### src/rtl/button_pkg.sv
// button_pkg: shared FSM states, code-bit values and default debounce length for button_conditioner
package button_pkg;
  typedef enum logic [1:0] {
    ST_IDLE     = 2'd0,
    ST_HELD     = 2'd1,
    ST_CONFLICT = 2'd2
  } state_t;
  localparam logic BIT_B0 = 1'b0;
  localparam logic BIT_B1 = 1'b1;
  localparam int DEFAULT_DEBOUNCE_CYCLES = 4;
endpackage

### src/rtl/button_conditioner_debounce.sv
// debounce: one button channel (optional BUTTON_COND_SYNC_EN synchronizer), debounced level and rise detect
module debounce
  import button_pkg::*;
#(
  parameter int DEBOUNCE_CYCLES = DEFAULT_DEBOUNCE_CYCLES
) (
  input  logic clk,
  input  logic reset,
  input  logic din,
  output logic level,
  output logic rise
);
  localparam int CNT_W = $clog2(DEBOUNCE_CYCLES);
  logic [CNT_W-1:0] cnt_q, cnt_d;
  logic level_q, level_d, prev_q, prev_d, s;
`ifdef BUTTON_COND_SYNC_EN
  logic [1:0] sync_q, sync_d;
  assign sync_d = {sync_q[0], din};
  assign s = sync_q[1];
  always_ff @(posedge clk or negedge reset)
    if (!reset) sync_q <= '0;
    else sync_q <= sync_d;
`else
  assign s = din;
`endif
  always_comb begin
    cnt_d = '0;
    level_d = level_q;
    prev_d = level_q;
    if (s != level_q) begin
      if (cnt_q == CNT_W'(DEBOUNCE_CYCLES - 1)) level_d = ~level_q;
      else cnt_d = cnt_q + CNT_W'(1);
    end
  end
  always_ff @(posedge clk or negedge reset)
    if (!reset) begin
      cnt_q <= '0;
      level_q <= 1'b0;
      prev_q <= 1'b0;
    end else begin
      cnt_q <= cnt_d;
      level_q <= level_d;
      prev_q <= prev_d;
    end
  assign level = level_q;
  assign rise = level_q & ~prev_q;
endmodule

### src/rtl/button_conditioner.sv
// button_conditioner: two debounced buttons -> one code-bit strobe per press, overlaps flagged (BUTTON_COND_SYNC_EN adds input sync)
module button_conditioner
  import button_pkg::*;
#(
  parameter int DEBOUNCE_CYCLES = DEFAULT_DEBOUNCE_CYCLES
) (
  input  logic clk,
  input  logic reset,
  input  logic b0_in,
  input  logic b1_in,
  output logic b0_level,
  output logic b1_level,
  output logic bit_valid,
  output logic bit_value,
  output logic conflict
);
  state_t state_q, state_d;
  logic bit_valid_q, bit_valid_d, bit_value_q, bit_value_d, conflict_q, conflict_d;
  logic rise_0, rise_1, both_low;
  debounce #(.DEBOUNCE_CYCLES(DEBOUNCE_CYCLES)) u_b0 (
    .clk(clk), .reset(reset), .din(b0_in), .level(b0_level), .rise(rise_0)
  );
  debounce #(.DEBOUNCE_CYCLES(DEBOUNCE_CYCLES)) u_b1 (
    .clk(clk), .reset(reset), .din(b1_in), .level(b1_level), .rise(rise_1)
  );
  assign both_low = ~b0_level & ~b1_level;
  always_comb begin
    state_d = state_q;
    bit_valid_d = 1'b0;
    bit_value_d = bit_value_q;
    conflict_d = 1'b0;
    case (state_q)
      ST_IDLE: begin
        if (rise_0 & rise_1) begin
          conflict_d = 1'b1;
          state_d = ST_CONFLICT;
        end else if (rise_0 | rise_1) begin
          bit_valid_d = 1'b1;
          bit_value_d = rise_1 ? BIT_B1 : BIT_B0;
          state_d = ST_HELD;
        end
      end
      ST_HELD: begin
        if (rise_0 | rise_1) begin
          conflict_d = 1'b1;
          state_d = ST_CONFLICT;
        end else if (both_low) state_d = ST_IDLE;
      end
      ST_CONFLICT: state_d = both_low ? ST_IDLE : ST_CONFLICT;
      default: state_d = ST_IDLE;
    endcase
  end
  always_ff @(posedge clk or negedge reset)
    if (!reset) begin
      state_q <= ST_IDLE;
      bit_valid_q <= 1'b0;
      bit_value_q <= 1'b0;
      conflict_q <= 1'b0;
    end else begin
      state_q <= state_d;
      bit_valid_q <= bit_valid_d;
      bit_value_q <= bit_value_d;
      conflict_q <= conflict_d;
    end
  assign bit_valid = bit_valid_q;
  assign bit_value = bit_value_q;
  assign conflict = conflict_q;
endmodule

### config.mk
export PLATFORM = sky130hd
export DESIGN_NAME = button_conditioner
export DESIGN_NICKNAME = d
export VERILOG_FILES = /design/src/rtl/button_pkg.sv /design/src/rtl/button_conditioner_debounce.sv /design/src/rtl/button_conditioner.sv
export SDC_FILE = /design/constraint.sdc
export NUM_CORES = 1
export LEC_CHECK = 0
export ABC_AREA = 1
export ABC_CLOCK_PERIOD_IN_PS = 2000
export BUFFER_PORTS_ARGS = -buffer_cell sky130_fd_sc_hd__clkbuf_2
export CORE_AREA = 2 2 39 41
export DETAILED_ROUTE_END_ITERATION = 6
export DIE_AREA = 0 0 41 43
export GPL_TIMING_DRIVEN = 0
export SYNTH_ARGS = -nofsm -noshare
export SYNTH_HDL_FRONTEND = slang
export SYNTH_SLANG_ARGS = --single-unit
### constraint.sdc
create_clock -name clk -period 2 [get_ports clk]
set_input_delay 0.1 -clock clk [delete_from_list [all_inputs] [get_ports clk]]
set_output_delay 0.1 -clock clk [all_outputs]
set_load 0.01 [all_outputs]
# == Word-level counts from Yosys, hierarchy flattened ==
# Cells that the tools add are included.
# W data, S select, Z words.
# word_totals
ff_bits,13
inputBits,4
word_cells,51
# classes
bitwise,10
n_mux,16
reduce_logical,5
eq_ne,8
add_sub_neg,2
# ops
op,n
$mux W2,9
$eq A2 B2 Y1 const B,3
$ne A3 B3 Y1 const B,2
$pmux W2 S3,1
$reduce_and A2 Y1,3
$mux W1,5
$not A1 Y1,5
$add A2 B1 Y2 const B,2
$and A1 B1 Y1,4
$reduce_and A3 Y1,1
$eq A2 B1 Y1 const B,1
$logic_not A2 Y1,1
$ne A1 B1 Y1,2
$pmux W1 S2,1
$or A1 B1 Y1,1

# == Depth between registers and ports, before layout ==
# Gate-level depths: netlist (run 1).
# logic_depth
word_depth,6
mapped_depth,9

# == By module ==
# Synthesis (run 1) repeated with hierarchy kept, for this count alone.
# unflattened
hier_cells,65
hier_area_um2,595.6
# modules_own_cells
mod,area_per_inst_um2,n_inst,cells_each,seq_area_each_um2
debounce,161.4,2,17,100.1
button_conditioner,272.8,1,31,125.1

# == Least setup slack after synthesis (run 1) ==
# OpenSTA, ideal clock, no wires.
# synth_timing
path_kind,register -> register
from,"reg u_b1.level_q, in the netlist u_b1.level"
to,"reg bit_value_q, in the netlist bit_value"
slack_ns,0.727
stages_incl_launch_ff,7
arrival_ns,1.151
period_less_slack_ns,1.273
setup_time_ns,0.122
path_buffers,0
cell_sequence,dfrtp_1 inv_2 or2_4 ha_1 nand2_1 nand2_1 o21ai_1
# synth_between
elab_chain_len,4
# synth_rtl
item,line,rtl
from (decl),button_conditioner_debounce.sv:15,"logic level_q, level_d, prev_q, prev_d, s;"
from (signal assigned),button_conditioner_debounce.sv:42,level_q <= level_d;
$and A1 B1 Y1 (*),button_conditioner_debounce.sv:46,assign rise = level_q & ~prev_q;
$and A1 B1 Y1,button_conditioner.sv:34,if (rise_0 & rise_1) begin
$not A1 Y1 (no source line),-,
$reduce_and A3 Y1 (no source line),-,
to (signal assigned),button_conditioner.sv:62,bit_value_q <= bit_value_d;
to (decl),button_conditioner.sv:18,"logic bit_valid_q, bit_valid_d, bit_value_q, bit_value_d, conflict_q, conflict_d;"
# Mark *: on every way between the ends. The rest lies on a longest branch, timed or not.
# A chain may end at the register's enable or synchronous reset.

# == Worst setup path in the final report (run 1) ==
# layout_timing
from,"reg u_b1.level_q, in the netlist u_b1.level"
to,reg state_q[1]
# layout_between
elab_chain_len,4
# layout_rtl
item,line,rtl
$and A1 B1 Y1 or $not A1 Y1 (tied branches),"button_conditioner_debounce.sv:46, button_conditioner.sv:26",
$or A1 B1 Y1 (tied with other cells),"button_conditioner.sv:37, button_conditioner.sv:44",
$mux W2 (tied with other cells),button_conditioner.sv:44,if (rise_0 | rise_1) begin
$pmux W2 S3 or $reduce_and A2 Y1 (tied branches),-,
to (signal assigned),button_conditioner.sv:60,state_q <= state_d;
to (decl),button_conditioner.sv:17,"state_t state_q, state_d;"
# Parallel ways exist; a longest one is shown, timed or not.

==> run metrics, run 1 <==
status complete, no violations; f_max 739.1 MHz; Starting Density 40.05%; initial antenna violation count 0; grt total ovfl 0; H-tree depth 1; top post-synthesis cells by area dfrtp_1 (59%), ha_1 (9.0%), nand2_1 (8.1%); cell depth of the worst hold path 3; Root Buffer clkbuf_4; first-pass GRT wire length between 1000 and 1500 microns; vias in the first global route about 360; Setup violations, final 0; Top FF cell, synth dfrtp_1; Mapped Cells 58; end of the critical path state_q[1]$_DFFE_PN0P_; met2 Use GR ~18%; Setup Buffers After CTS 0; worst slack, placed approximately 660 ps; critical path capture point type flop; NumNets Final 80; Vias ~370; total negative slack 0 ps; largest net degree at the start of global routing 14; Global Route Usage Sum 11.99%; area leader, netlist dfrtp_1; Max-cap violations 0; pwr/cell area 1517 mW/mm^2; row count 14; post-synthesis mux area share 0%; reg2reg path depth 8; minimum clock period 1353 ps; CTS Buf Count 3; CTS tree yes; number of synthesized flops with an enable pin 0; post-synthesis compound-gate area fraction under 10%; synthesized area 554.3 sq um; Routability Congestion 0.6737; Area Overhead vs Synth 17.61%; simple-gate share of the synthesized area roughly a fifth; core area 0.001384 sq mm; worst skew pair latency 270 ps; endpoints failing hold 0; WP data required 2200 ps; num ports 9; Synth Warn # 0; Clock Tree Buf Depth 2; Initial DRC Count 6; XOR/XNOR Fraction of Synth Area about 3.2%; ANT cells 0; post-CTS sizing 0; fraction of registers with async set/reset between 90% and 100%; worst reg2reg path endpoint state_q[1]$_DFFE_PN0P_; fraction of final layout cells with drive strength greater than 1 between 10% and 20%; Worst EP arrival about 1600 ps; DP HPWL 594.7 microns; RSZ-0062 raised after global routing no; Peak VDD IR around 630 uV; Post-synth top cells dfrtp_1 (13), nand2_1 (12), nor2_1 (9); clock skew about 6.6 ps; total die area between 0.0015 and 0.002 sq mm; CP Max Fanout 5; Slew headroom 79.09%; met3 GRT Util 3.141%; Hold/Removal Path Class input pin to flop; crit start category flop; Die Y approximately 43 microns; period utilization a little under 70%; clock sink count 13; GR peak layer met2; count leader, synth dfrtp_1; RR Startpoint u_b1.level$_DFFE_PN0P_; Worst-path clk slew around 90 ps; Post-Synth Adder-Cell Area around 9%; largest family of logic cells by synthesized area simple AND/OR/NAND/NOR gates; Setup WS post-layout approximately 650 ps; number of nets with antenna violations after routing 0; vias per cell approximately 4.3; die width between 40 and 50 microns; Worst Max-Slew Pin Slew 313.6 ps; Leak 0.3628 nW; area share of the largest cell type after synthesis between 50 and 60%; Syn Nets between 60 and 70; # port buffers 8; routing usage on met1 approximately 16%; DR WL/cell 8.828 microns; register area share after synthesis 58.69%; register-to-register setup slack between 600 and 700 ps; synthesized flop and latch total 13; critical path class flop to flop; Final Slew Violations 0; First-pass DRT Iterations 2; drt total wl roughly 770 microns; Worst Setup SP u_b1.level$_DFFE_PN0P_; Synth Area per Inst 9.557 sq um; DRC violation count after routing 0; Distinct cells, synth 12
==> through the flow <==
step	area (sq um)	cells	utilization (%)	hold WS [ps]	power, mW
floorplan	554.3	58	-	-195.6	0.7319
global placement	614.3	82	44.39	10.63	0.8285
detailed placement	614.3	82	44.39	10.83	0.8400
CTS	651.9	87	47.11	49.69	1.006
global route	651.9	87	47.11	57.00	1.101
finish	651.9	87	47.11	56.16	0.9886
==> cells in the final DEF (no fill, tap or decap) <==
| master | netlist | layout |
|---|---|---|
| clkbuf_2 | 0 | 8 |
| clkbuf_4 | 0 | 3 |
| clkinv_2 | 0 | 1 |
| dfrtp_1 | 13 | 13 |
| dlygate4sd3_1 | 0 | 1 |
| ha_1 | 4 | 4 |
| inv_1 | 8 | 8 |
| inv_2 | 1 | 1 |
| nand2_1 | 12 | 12 |
| nand3_1 | 2 | 2 |
| nor2_1 | 9 | 9 |
| nor3_1 | 3 | 3 |
| o21ai_0 | 2 | 2 |
| o21ai_1 | 1 | 1 |
| or2_4 | 1 | 1 |
| xnor2_1 | 2 | 2 |
==> final cells by class <==
class                           count  area, sq um
Clock buffer                        3        22.52
Clock inverter                      1        5.005
Fill cell                         131        732.0
Inverter                            9        33.78
Multi-Input combinational cell     36        195.2
Sequential cell                    13        325.3
Tap cell                           16        20.02
Timing Repair Buffer                9        50.05
==> critical path, stage by stage, from the launching register on <==
cell and delay (ps):
dfrtp_1 450, inv_2 50, or2_4 230, ha_1 190
inv_1 70, nor2_1 50, nand2_1 80, nand2_1 50
nor2_1 100
==> flip-flops by register name, summed over array words and instances, names as in the netlist <==
name	count
state_q	2
u_b0.cnt_q	2
u_b1.cnt_q	2
bit_valid	1
bit_value	1
conflict	1
u_b0.level	1
u_b0.prev_q	1
u_b1.level	1
u_b1.prev_q	1
==> report_power, final <==
group	leakage [nW]	switching, mW	total (mW)	internal (mW)
registers	0.165	0.0735	0.446	0.372
clock network	0.0177	0.0878	0.162	0.0740
logic	0.180	0.219	0.381	0.162
==> routing by layer <==
metal / vias up / part of all wire [%]
met4: 0 / 0.52
met5: - / 0
met3: 2 / 5.6
li1: 203 / -
met2: 7 / 42
met1: 159 / 52
==> kinds of logic (layout without fill, tap and decap cells) <==
| family | Yosys count | count (layout) |
|---|---|---|
| compound gates | 3 | 3 |
| xor+xnor | 2 | 2 |
| fa+ha+maj | 4 | 4 |
| buf+inv | 9 | 22 |
| flops | 13 | 13 |
| simple gates | 27 | 27 |
==> how the worst min path moves through the flow <==
stage / startpoint / endpoint / slack (ps)
after floorplan: reset / bit_valid$_DFF_PN0_ / -200
after global placement: reset / bit_value$_DFFE_PN0P_ / 10
after detailed placement: reset / bit_value$_DFFE_PN0P_ / 10
after CTS: b0_in / u_b0.level$_DFFE_PN0P_ / 50
after global routing: b0_in / u_b0.level$_DFFE_PN0P_ / 60
final: b0_in / u_b0.level$_DFFE_PN0P_ / 60
==> repair_timing <==
item | in CTS | in global routing
setup endpoints to repair | 0 | 0
hold buffers | 1 | 0
endpoints found under the hold margin | 13 | 0
Note: power is estimated with default switching activity, not from simulation.
==> run 2: changes to the inputs <==
--- a/config.mk
+++ b/config.mk
@@ -6,7 +6,7 @@
 export NUM_CORES = 1
 export LEC_CHECK = 0
 export ABC_AREA = 1
-export ABC_CLOCK_PERIOD_IN_PS = 2000
+export ABC_CLOCK_PERIOD_IN_PS = 1400
 export BUFFER_PORTS_ARGS = -buffer_cell sky130_fd_sc_hd__clkbuf_2
 export CORE_AREA = 2 2 39 41
 export DETAILED_ROUTE_END_ITERATION = 6
==> constraint.sdc (replaced) <==
create_clock -name clk -period 1.4 [get_ports clk]
set_input_delay 0.07 -clock clk [delete_from_list [all_inputs] [get_ports clk]]
set_output_delay 0.07 -clock clk [all_outputs]
set_load 0.01 [all_outputs]
==> run 2 against run 1 <==
  * Worst setup slack got worse by 500 ps
  * Register-to-register slack got worse by 500 ps
  * Clock power grew 41%
  * First-iteration DRC count decreased by 50%
  * Die area did not move
  * Via count up 3.0%
  * Hold slack worse by 27 ps
  * Critical path type unchanged
==> run metrics, run 2 (synthesis results as in run 1) <==
status complete, no violations; met1 wire length around 420 microns; top flop regs state_q x2, u_b0.cnt_q x2, u_b1.cnt_q x2; Hold/Removal Path Class input pin to flop; crit start category flop; Setup violations, final 0; First-pass DRT Iterations 2; critical path capture point type flop; f_max 800.9 MHz; initial antenna violation count 0; Leak ~0.37 nW; critical path class flop to flop; Pint just over 900 uW; hold path start b0_in; core area around 0.0014 sq mm; Clock Tree Buf Depth 2; design area 669.4 sq um; met3 routed WL between 40 and 50 microns; detailed-routed wire length on met2 roughly 350 microns; Global Route Usage Sum approximately an eighth; Worst Max-Slew Pin Slew approximately 320 ps; Starting Density between 40% and 50%; first-pass GRT wire length around 1400 microns; ANT cells 0; DP HPWL 594.7 microns; DRC violation count after routing 0; placed insts 82; commonest non-fill, non-tap cell in the layout nand2_1; NumNets Final between 80 and 90; RR Startpoint u_b1.level$_DFFE_PN0P_; pwr/cell area 2184 mW/mm^2; CP peak stage delay ~370 ps; Root Buffer clkbuf_4; Clock power frac 15.6%; Slew headroom about four fifths; Peak VDD IR around 900 uV; CTS tree yes; Max Used Layer met4; number of nets with antenna violations after routing 0; Vias about 380; Slowest-stage cell, CP dfrtp_2; die width just over 40 microns; num ports 9; Area Overhead vs Synth 20.77%; RSZ-0062 raised after global routing no; Routability Congestion a little under 0.7; minimum clock period ~1200 ps; largest net degree at the start of global routing 14; # port buffers 8; worst skew pair latency 270 ps; DP Area approximately 610 sq um; Switch Pwr about 550 uW; CP delay by family, top simple AND/OR/NAND/NOR gates; Initial DRC Count 3; clock sink count 13; drt total wl 813 microns; Flop pwr share between 40 and 50%; total die area roughly 0.0018 sq mm; WP data required 1600 ps; Die Y 43 microns; Tot Pwr 1.462 mW; period utilization roughly nine tenths; Sw Ratio between 30% and 40%; combinational power share approximately two fifths; vias in the first global route 364; Final Slew Violations 0; clock skew roughly 4 ps; Worst Setup SP u_b1.level$_DFFE_PN0P_; Worst Path Buf+Inv 2; DR WL/cell approximately 9 microns; Worst EP arrival about 1500 ps; Layout Cells excl Fill 89; CP Max Fanout 3; CP Cell Sequence inv_2, or2_4, ha_1, inv_1, nor2_1, nand2_1, nand2_1, nor2_1; row count 14; Worst-path clk slew ~80 ps; most frequent cells in the layout nand2_1 (12), dfrtp_1 (11), nor2_1 (9); Max-cap violations 0; grt total ovfl 0; total negative slack 0 ps; fraction of final layout cells with drive strength greater than 1 roughly 25%; H-tree depth 1; endpoints failing hold 0; CTS Buf Count 3; vias per cell approximately 4.3
## run 2: cell types whose count changed in the layout (fill, tap and decap cells not counted)
cell and delta:
dfrtp_1 -2, dfrtp_2 +2, buf_4 +2
## run 2: metal layers
metal	up-vias	GRT usage (%)
li1	206	-
met1	167	15.81
met2	7	17.50
met3	2	3.141
met4	0	6.000
met5	-	0
## run 2: power groups by stage
stage	registers [mW]	logic, mW	clock network, mW
2_1_floorplan	0.658	0.388	0
3_3_place_gp	0.646	0.538	0
5_1_grt	0.646	0.722	0.259
4_1_cts	0.641	0.556	0.240
3_5_place_dp	0.648	0.551	0
6_report	0.624	0.610	0.228
## run 2: timing repair
item / CTS / global route
hold buffers: 1 / 0
hold endpoints to repair: 13 / 0
endpoints found under the setup margin: 0 / 3
buffers inserted: 0 / 2
resized for setup: 0 / 2
## run 2: tightest hold or removal path: cells and delay by family
kind,cells,cell delay (ps)
buffers and inverters,1,90
AND/OR/NAND/NOR,1,50
AO/OA/AOI/OAI,1,60
## run 2: path summary, 6_finish.rpt
kind                                           end  cells past startpoint  slack, ps
hold / removal              u_b0.level$_DFFE_PN0P_                      3         30
setup / recovery            state_q[1]$_DFFE_PN0P_                      8        150
hold reg to reg            u_b1.cnt_q[0]$_DFF_PN0_                      1        440
max in group asynchronous   u_b0.level$_DFFE_PN0P_                      2        920
min in group asynchronous    bit_value$_DFFE_PN0P_                      2        220
setup reg to reg            state_q[1]$_DFFE_PN0P_                      8        150
## run 2: area by class of cell
cell class,count,area [sq um]
clock buffers,3,22.52
clock inverters,1,5.005
fillers,131,714.4
inverters,9,33.78
multi-input cells,36,195.2
flip-flops and latches,13,327.8
well taps,16,20.02
repair buffers,11,65.06
## run 2: per-stage QoR
stage               setup slack [ps]  util (%)  hold WS (ps)
finish                         151.4     48.37         29.59
detailed placement             59.06     44.39        -19.17
global route                   6.596     48.37         25.64
floorplan                      127.4         -        -225.6
global placement               95.90     44.39        -19.37
CTS                            15.52     47.11         19.69
==> run 3: changes to the inputs <==
--- a/config.mk
+++ b/config.mk
@@ -12,6 +12,7 @@
 export DETAILED_ROUTE_END_ITERATION = 6
 export DIE_AREA = 0 0 41 43
 export GPL_TIMING_DRIVEN = 0
+export PLACE_DENSITY_LB_ADDON = 0.05
 export SYNTH_ARGS = -nofsm -noshare
 export SYNTH_HDL_FRONTEND = slang
 export SYNTH_SLANG_ARGS = --single-unit
==> run 3 against run 2 <==
  * Hold slack improved by 9.2 ps
  * Non-clock buffer count did not move
  * Power rose by 0.33%
  * Final area rose by 0.19%
  * Critical path depth did not move
  * Largest cell class unchanged
  * Sequential share of layout area fell by 0.091 points
==> run metrics, run 3 (synthesis results as in run 1) <==
first-pass GRT wire length around 1500 microns; Area Overhead vs Synth 20.99%; Vias 400; Leak roughly 0.37 nW; endpoints failing hold 0; CP Cell Sequence inv_2, or2_4, ha_1, inv_1, nor2_1, nand2_1, nand2_1, nor2_1; placed insts between 80 and 90; largest net degree at the start of global routing 14; crit start category flop; critical path capture point type flop; status complete, no violations; Final Slew Violations 0; First-pass DRT Iterations 4; Peak VDD IR a little under 1000 uV; critical path class flop to flop; initial antenna violation count 0; Root Buffer clkbuf_4; Worst-path clk slew approximately 80 ps; commonest non-fill, non-tap cell in the layout nand2_1; most frequent cells in the layout nand2_1 (12), dfrtp_1 (11), inv_1 (8), nor2_1 (8), clkbuf_2 (8); ANT cells 0; Slowest-stage cell, CP dfrtp_2; Routability Congestion a little under 0.7; vias per cell roughly 4.5; DRC violation count after routing 0; top flop regs state_q x2, u_b0.cnt_q x2, u_b1.cnt_q x2; worst slack, placed ~77 ps; worst skew pair latency ~270 ps; CP peak stage delay around 400 ps; Initial DRC Count 4; pwr/cell area 2187 mW/mm^2; CTS Buf Count 3; grt total ovfl 0; drt total wl ~850 microns; Starting Density 40.05%; f_max just under 800 MHz; NumNets Final roughly 80; Clock Tree Buf Depth 2; clock sink count 13; die width about 41 microns; WP data required approximately 1600 ps; Worst Max-Slew Pin Slew ~330 ps; row count 14; Max-cap violations 0; Hold/Removal Path Class input pin to flop; Die Y 43 microns; H-tree depth 1; Global Route Usage Sum between 10% and 20%; Setup violations, final 0; CTS tree yes; Setup WS post-layout around 130 ps; DP Area 614.3 sq um; Final Core Density 48.46%; num ports 9; design area approximately 670 sq um; DP HPWL a little over 600 microns; minimum clock period ~1300 ps; core area approximately 0.0014 sq mm; Layout Cells excl Fill 89; clock skew ~2.4 ps; DR WL/cell ~9.5 microns; number of nets with antenna violations after routing 0; total die area about 0.0018 sq mm; CP Max Fanout 5; period utilization 90.96%; vias in the first global route 378; Slew headroom about four fifths; fraction of final layout cells with drive strength greater than 1 24.66%; Worst EP arrival 1480 ps; # port buffers 8
==> run 3: worst paths after layout <==
path | start | cells past startpoint | endpoint | slack [ps]
hold reg to reg | u_b1.cnt_q[0]$_DFF_PN0_ | 1 | u_b1.cnt_q[0]$_DFF_PN0_ | 440
setup reg to reg | u_b1.level$_DFFE_PN0P_ | 8 | state_q[1]$_DFFE_PN0P_ | 130
max in group asynchronous | reset | 2 | u_b1.level$_DFFE_PN0P_ | 910
min in group asynchronous | reset | 2 | conflict$_DFF_PN0_ | 230
hold / removal | b0_in | 3 | u_b0.level$_DFFE_PN0P_ | 40
setup / recovery | u_b1.level$_DFFE_PN0P_ | 8 | state_q[1]$_DFFE_PN0P_ | 130
==> run 3: per-layer routing <==
metal | wire [microns] | vias up | global-route usage [%]
li1 | - | 208 | -
met1 | 386 | 183 | 16.55
met2 | 409 | 7 | 19.69
met3 | 38 | 2 | 4.712
met4 | 13 | 0 | 6.000
met5 | 0 | - | 0
==> run 3: power by group <==
group / switching (mW) / internal, mW
clock: 0.119 / 0.110
combinational: 0.325 / 0.269
sequential: 0.106 / 0.538
total: 0.549 / 0.917
==> run 3: cell type report <==
type                            count  area, sq um
Fill cell                         130        713.2
Sequential cell                    13        327.8
Multi-Input combinational cell     36        197.7
Timing Repair Buffer               11        65.06
Inverter                            9        33.78
Clock buffer                        4        26.28
Tap cell                           16        20.02
==> run 3: per-stage QoR <==
| step | setup TNS (ps) | power [mW] | hold slack [ps] |
|---|---|---|---|
| floorplan | 0 | 1.046 | -225.6 |
| global placement | 0 | 1.193 | -12.38 |
| detailed placement | 0 | 1.205 | -16.07 |
| CTS | 0 | 1.441 | 26.83 |
| global route | -0.05451 | 1.640 | 50.62 |
| finish | 0 | 1.467 | 38.81 |
==> run 3: what timing repair did <==
item | 4_1_cts | 5_1_grt
resized for setup | 0 | 3
buffers inserted | 0 | 2
hold buffers | 1 | 0
setup endpoints to repair | 0 | 3
hold endpoints to repair | 13 | 0
==> run 3: worst max-delay path, delay by kind of cell, from the launching register on <==
family	cells	cell delay, ps
buf+inv	2	110
simple gates	5	510
fa+ha+maj	1	190
flops	1	400
